===== src/rtl/pipe_pkg.sv =====
// Shared definitions for generic pipeline stage registers: state encoding
// (which doubles as the occupancy count) and a default NOP payload.
package pipe_pkg;

    typedef logic [1:0] state_t;

    // The encoding equals the number of entries held, so occupancy is the state itself.
    localparam state_t ST_EMPTY = 2'd0;
    localparam state_t ST_FULL  = 2'd1;
    localparam state_t ST_SKID  = 2'd2;

    // Default NOP for 32-bit instruction payloads (addi x0, x0, 0).
    localparam int                   NOP_WIDTH  = 32;
    localparam logic [NOP_WIDTH-1:0] NOP_BUBBLE = 32'h0000_0013;

endpackage


===== src/rtl/pipe_stage_reg.sv =====
// Generic pipeline stage register: WIDTH-bit payload with valid/ready handshake,
// synchronous flush-to-bubble and an optional skid entry that registers in_ready.
module pipe_stage_reg
    import pipe_pkg::*;
#(
    parameter int               WIDTH  = 32,
    parameter int               SKID   = 1,
    parameter logic [WIDTH-1:0] BUBBLE = {WIDTH{1'b0}}
) (
    input  logic             CLK,
    input  logic             Reset_n,
    input  logic             flush,
    input  logic             in_valid,
    output logic             in_ready,
    input  logic [WIDTH-1:0] in_data,
    output logic             out_valid,
    input  logic             out_ready,
    output logic [WIDTH-1:0] out_data,
    output logic [1:0]       occupancy
);

    state_t           state_q;
    logic [WIDTH-1:0] main_q;
    logic [WIDTH-1:0] skid_q;
    logic             in_fire;
    logic             out_fire;

    assign out_valid = (state_q != ST_EMPTY);
    assign out_data  = main_q;
    assign occupancy = state_q;
    assign in_fire   = in_valid & in_ready;
    assign out_fire  = out_valid & out_ready;

    generate
        if (SKID != 0) begin : g_skid
            // in_ready decodes registered state only, breaking the out_ready -> in_ready path.
            assign in_ready = (state_q != ST_SKID);

            always_ff @(posedge CLK or negedge Reset_n) begin
                if (!Reset_n) begin
                    skid_q <= BUBBLE;
                end else if (flush) begin
                    skid_q <= BUBBLE;
                end else if (state_q == ST_FULL && in_fire && !out_fire) begin
                    skid_q <= in_data;
                end else if (state_q == ST_SKID && out_fire) begin
                    skid_q <= BUBBLE;
                end
            end
        end else begin : g_noskid
            assign in_ready = ~out_valid | out_ready;
            assign skid_q   = BUBBLE;
        end
    endgenerate

    // NOTE: state and payload use non-blocking assignments so every branch reads
    // the pre-edge values of state_q/main_q/skid_q, matching the hardware.
    // NOTE: payload registers are reset (not left undefined) so an aborted
    // transfer never leaves a stale payload visible on out_data.
    always_ff @(posedge CLK or negedge Reset_n) begin
        if (!Reset_n) begin
            state_q <= ST_EMPTY;
            main_q  <= BUBBLE;
        end else if (flush) begin
            state_q <= ST_EMPTY;
            main_q  <= BUBBLE;
        end else begin
            case (state_q)
                ST_EMPTY: begin
                    if (in_fire) begin
                        state_q <= ST_FULL;
                        main_q  <= in_data;
                    end
                end
                ST_FULL: begin
                    if (in_fire && out_fire) begin
                        main_q <= in_data;
                    end else if (in_fire && SKID != 0) begin
                        state_q <= ST_SKID;
                    end else if (out_fire) begin
                        state_q <= ST_EMPTY;
                        main_q  <= BUBBLE;
                    end
                end
                ST_SKID: begin
                    // Older entry leaves first; the skid entry moves up to main.
                    if (out_fire) begin
                        state_q <= ST_FULL;
                        main_q  <= skid_q;
                    end
                end
                default: begin
                    state_q <= ST_EMPTY;
                    main_q  <= BUBBLE;
                end
            endcase
        end
    end

endmodule


===== config.mk =====
export PLATFORM = sky130hd
export DESIGN_NAME = pipe_stage_reg
export DESIGN_NICKNAME = d
export VERILOG_FILES = /design/src/rtl/pipe_pkg.sv /design/src/rtl/pipe_stage_reg.sv
export SDC_FILE = /design/constraint.sdc
export NUM_CORES = 1
export LEC_CHECK = 0
export BUFFER_PORTS_ARGS = -buffer_cell sky130_fd_sc_hd__buf_4
export CORE_AREA = 2 2 78 80
export DETAILED_ROUTE_END_ITERATION = 16
export DIE_AREA = 0 0 80 82
export PLACE_DENSITY = 0.82
export RECOVER_POWER = 50
export SLEW_MARGIN = 5
export SYNTH_ARGS = -nofsm -noshare
export SYNTH_HDL_FRONTEND = slang
export SYNTH_SLANG_ARGS = --single-unit

===== constraint.sdc =====
create_clock -name CLK -period 2.8 [get_ports CLK]
set_input_delay 0.56 -clock CLK [delete_from_list [all_inputs] [get_ports CLK]]
set_output_delay 0.56 -clock CLK [all_outputs]
set_load 0.01 [all_outputs]

==> flow_summary.toml, run 1 <==
[synthesis]
netlist_instances = 240
synth-simple-area-share_pct = 2.83
ys_seq_elements = 66
synth_area_per_cell_um2 = 13.3
syn-cell-area_mm2 = 0.00319
synthTopCellsByArea = "dfrtp_1 52%, a22o_1 11%, mux2i_1 10%"
muxShareOfSynthArea_pct = 10.0
yosysTopAreaCellShare_pct = 51.8
synth_ff_type = "dfrtp_1"
yosys.cell_types.count = 26
yosysSeqAreaShare_pct = 51.8
synth_nets = 277
synth_top_family_by_area = "compound AO/OA/AOI/OAI gates"
yosys.cell_count.top_type = "dfrtp_1"
synthTopCellsByCount = "66 x dfrtp_1, 39 x a22o_1, 33 x o2bb2ai_1"
yosys.area.top_type = "dfrtp_1"
synthArstFlopShare_pct = 100
synthAdderAreaFrac_pct = 0
synth_edf_count = 0
ys_warn_count = 0
synthXorXnorAreaFrac_pct = 0.275
synth_compound_gate_area_share_pct = 29.8

[floorplan]
start_util_pct = 55.5
rows = 28
die_w_um = 80
io_pins = 73
core_mm2 = 0.00575
fp.dieH_um = 82
die_area_mm2 = 0.00656

[sta]
fin_crit_sh_pct = 79.3
final-hold-violation-count = 0
rsz0062_at_grt = "no"
relSlewSlack_pct = -6.50
tightestPinTransition_ps = 1600
slew_violations = 67
finalSetupTns_ps = 0
min_period_ps = 2220
fmax_mhz = 450
finClkSkew_ps = 7.85
setup_viol = 0

[finish]
drive_gt1_share_pct = 35.2
fin_nets = 343
instances_no_fill = 385
fillers = 454
antennaDiodeCount = 0
syn_to_final_growth_pct = 20.1
multi_input_area_mm2 = 0.00138
seqCellArea_mm2 = 0.00165

[outcome]
violations = "capacitance limit, slew limit"
status = "finished, violations left"

[route]
via_count = 2411
vias_per_cell = 6.26
dr.pass1.iters = 4
ant_nets = 0
drtIter0Drc = 212
drt_wl_total_mm = 7.48
drc = 0
wire_per_inst_um = 19.4

[setup_path]
cp-endpoint = "in_ready"
rrSetupSlack_ps = 790
ff2ff_path_depth = 4
critPathKind = "reg -> out"
crit_arrival_ps = 1660
worstReg2RegEnd = "out_data[13]$_DFFE_PN0P_"
required_ps = 2240
rr_startpoint = "occupancy[1]$_DFFE_PN0P_"
setup.worst_path.end_class = "primary output"
cp-start-kind = "flop"
startpoint = "occupancy[1]$_DFFE_PN0P_"
path_max_fanout = 19

[grt]
antenna_found_initial = 0
grt_pass1_wl_mm = 12.0
grt-ovfl-total = 0
grt_max_degree = 67
grt_pass1_vias = 2398
grtUsageTotal_pct = 24.3

[flow_run]
max-cap-violations = 1

[pwr]
leakage_nw = 1.72
ir_drop_uv = 295
power.density_mw_per_mm2 = 557

[worst_hold_path]
hold_path.class = "in -> reg"
hp-start = "in_data[22]"

[cts]
clkSlewWorstSetupHoldPaths_ps = 70
cts_made_buffers = 9
clk_latency_ps = 340
post_cts_resize_count = 0
hold_buffers = 0
cts_tree = "yes"
clockBufferDepth = 2
cts_setup_buffers = 0
cts_root_buffer = "clkbuf_8"
cts.sink_count = 66
ctsHtreeMaxLevel = 3

[placed_design]
gp_congestion = 0.734
dp.final_hpwl_mm = 4.70
io_buffers = 72
post-place-cells = 370
-- cell type report --
cell class	count	area share, %
flip-flops and latches	66	43.2
multi-input cells	148	35.9
repair buffers	80	13.9
clock buffers	13	4.15
well taps	75	2.45
clock inverters	2	0.327
inverters	1	0.0980
-- through the flow --
stage	total power, W	area (um2)	utilization, %	worst slack (ps)	hold slack [ps]
2_1_floorplan	0.00127	3190	-	1040	264
3_5_place_dp	0.00145	3730	64.9	734	491
5_1_grt	0.00222	3830	66.6	472	449
6_report	0.00213	3830	66.6	579	452
3_3_place_gp	0.00144	3730	64.9	777	487
4_1_cts	0.00216	3900	67.9	581	351
-- worst min path at each step --
stage	endpoint	slack, ps	cells after the start
floorplan	occupancy[0]$_DFFE_PN0P_	260	0
detailed placement	skid_q[24]$_DFFE_PN0P_	490	1
finish	skid_q[22]$_DFFE_PN0P_	450	2
CTS	out_data[18]$_DFFE_PN0P_	350	1
global placement	skid_q[31]$_DFFE_PN0P_	490	1
global route	skid_q[18]$_DFFE_PN0P_	450	2
-- metal layers --
layer | track usage (%) | part of all wire [%]
met1 | 34.1 | 45
met2 | 37.3 | 47
met3 | 5.82 | 6.1
met4 | 7.97 | 1.5
met5 | 0 | 0
-- where the power goes --
group,switching [W],total [W],internal [W]
clock network,0.000353,0.000717,0.000364
logic,0.000197,0.000365,0.000168
registers,0.0000408,0.00105,0.00101
-- layout by cell type, fill, tap and decap left out, drive strengths merged --
master     n
mux2i     32
or2        1
nor2       1
nand2b     1
clkinvlp   1
or4        1
o2bb2ai   33
o21ai      1
xnor2      1
clkinv     1
nor3       1
dfrtp     66
and2b      1
nor2b      3
clkbuf    32
inv        1
and3b      2
o31ai      1
buf       61
a221oi     1
nor3b      1
a21oi      2
o21bai     1
a22o      64
-- worst max-delay path: stages, from the launching register on --
cell and delay (ps):
dfrtp_2 670, nor2b_1 430, inv_1 80, buf_4 150
-- state kept, by name, summed over array words and instances (netlist names) --
name	count
out_data	32
skid_q	32
occupancy	2
-- cells by family (layout without fill, tap and decap cells) --
| kind of cell | Yosys count | in the layout |
|---|---|---|
| XOR/XNOR | 1 | 1 |
| buffers and inverters | 26 | 96 |
| AND/OR/NAND/NOR | 12 | 12 |
| multiplexers | 32 | 32 |
| AO/OA/AOI/OAI | 103 | 103 |
| flip-flops | 66 | 66 |
No activity file was read; power rests on OpenSTA's default activity.
==> run 2: changes to the inputs <==
- CORE_AREA: 2 2 78 80 -> 2 2 80 82
- DIE_AREA: 0 0 80 82 -> 0 0 82 84
- PLACE_DENSITY: 0.82 -> 0.79
- clock period: 2.8 -> 2.1 ns (I/O delays scaled with it)
==> run 2 against run 1 <==
Net effect: the flow still finishes with violations (capacitance limit, slew limit); first-iteration DRC count is 46% lower; critical endpoint is now out_valid; sequential share of layout area is 0.82 points lower; global-route usage is 1.7 points lower.
==> flow_summary.toml, run 2 (synthesis results as in run 1) <==
[cts]
cts.sink_count = 66
clockBufferDepth = 2
cts_setup_buffers = 0
hold_buffers = 0
cts_root_buffer = "clkbuf_8"
post_cts_resize_count = 0
cts_made_buffers = 9
cts_tree = "yes"
clk_latency_ps = 330
ctsHtreeMaxLevel = 3
clkSlewWorstSetupHoldPaths_ps = 70

[setup_path]
max_stage_delay_ps = 480
rr_startpoint = "occupancy[0]$_DFFE_PN0P_"
required_ps = 1680
cp_common_cell = "buf_4"
ff2ff_path_depth = 3
worst_path_max_delay_cell = "dfrtp_1"
rrSetupSlack_ps = 380
crit_arrival_ps = 1500
crit_chain = "buf_4 -> or2_2 -> buf_4"
setup.worst_path.end_class = "primary output"
cp-start-kind = "flop"
critPathKind = "reg -> out"
path_max_fanout = 16
worstReg2RegEnd = "skid_q[19]$_DFFE_PN0P_"

[sta]
fin_ws_ps = 176
min_period_ps = 1920
fmax_mhz = 520
setup_viol = 0
relSlewSlack_pct = -7.99
finClkSkew_ps = 7.39
rsz0062_at_grt = "no"
slew_violations = 67
finalSetupTns_ps = 0
fin_crit_sh_pct = 91.6
tightestPinTransition_ps = 1620
worst_hold_slack_ps = 320
final-hold-violation-count = 0

[grt]
grt-ovfl-total = 0
antenna_found_initial = 0
grt_pass1_wl_mm = 12.0
grt_pass1_vias = 2375
grt_max_degree = 67
grtUsageTotal_pct = 22.6

[floorplan]
io_pins = 73
die_w_um = 82
rows = 29
core_mm2 = 0.00610
die_area_mm2 = 0.00689
start_util_pct = 52.3
fp.dieH_um = 84

[placed_design]
io_buffers = 72
dp.final_hpwl_mm = 4.57
dp_slack_ps = 364
placed_area_mm2 = 0.00378
gp_congestion = 0.781

[route]
vias_per_cell = 6.13
ant_nets = 0
wire_per_inst_um = 18.3
via_count = 2402
drc = 0
dr.pass1.iters = 6
drt_wl_total_mm = 7.18
drtIter0Drc = 114

[finish]
syn_to_final_growth_pct = 22.4
drive_gt1_share_pct = 36.2
antennaDiodeCount = 0
mostFrequentLayoutCells = "65 x dfrtp_1, 64 x buf_4, 39 x a22o_1, 32 x mux2i_1, 32 x o2bb2ai_1"
final_cell_area_mm2 = 0.00390
fin_nets = 347
final_common_cell = "dfrtp_1"

[worst_hold_path]
hold_path.class = "in -> reg"
min_to = "skid_q[14]$_DFFE_PN0P_"
hold_depth = 2
hp-start = "in_data[14]"

[outcome]
violations = "capacitance limit, slew limit"
status = "finished, violations left"

[pwr]
leakage_nw = 1.76
ir_drop_uv = 450
power.density_mw_per_mm2 = 742
total_power_w = 0.00290

[flow_run]
max-cap-violations = 1
==> run 2: changes by cell type in the layout (fill, tap and decap cells not counted), sizes merged <==
cell / delta
buf: +5
clkbuf: +1
clkinv: -1
==> run 2: area by class of cell <==
class | count | area, um2
clock buffers | 15 | 176
fillers | 496 | 2190
well taps | 77 | 96.3
repair buffers | 84 | 589
flip-flops and latches | 66 | 1650
clock inverters | 1 | 7.51
multi-input cells | 148 | 1380
inverters | 1 | 3.75
==> run 2: how the worst max path moves through the flow <==
stage / start / to
global route: occupancy[0]$_DFFE_PN0P_ / out_valid
finish: occupancy[0]$_DFFE_PN0P_ / out_valid
floorplan: occupancy[0]$_DFFE_PN0P_ / out_valid
CTS: occupancy[0]$_DFFE_PN0P_ / out_valid
global placement: in_valid / skid_q[0]$_DFFE_PN0P_
detailed placement: in_valid / skid_q[20]$_DFFE_PN0P_
==> run 2: report_power, final <==
group	switching, W	leakage (nW)	internal [W]
sequential	0.0000471	0.898	0.00134
clock	0.000468	0.0900	0.000528
combinational	0.000267	0.772	0.000240
==> run 2: metal layers <==
metal / up-vias / share of wire [%] / wire, um / track usage (%)
met2: 45 / 47 / 3380 / 34.4
met3: 7 / 3.2 / 227 / 3.57
met4: 0 / 1.4 / 97 / 8.18
met1: 1251 / 48 / 3480 / 32.4
met5: - / 0 / 0 / 0
li1: 1099 / - / - / -
==> run 2: critical path: cells and delay by family (launching register included) <==
| kind | cells | cell delay [ps] |
|---|---|---|
| flip-flops | 1 | 480 |
| AND/OR/NAND/NOR | 1 | 300 |
| buffers and inverters | 2 | 390 |
==> run 2: stage by stage <==
step / utilization, % / instances
2_1_floorplan: - / 240
3_3_place_gp: 62.1 / 376
3_5_place_dp: 62.1 / 376
4_1_cts: 65.1 / 392
5_1_grt: 64.0 / 392
6_report: 64.0 / 392
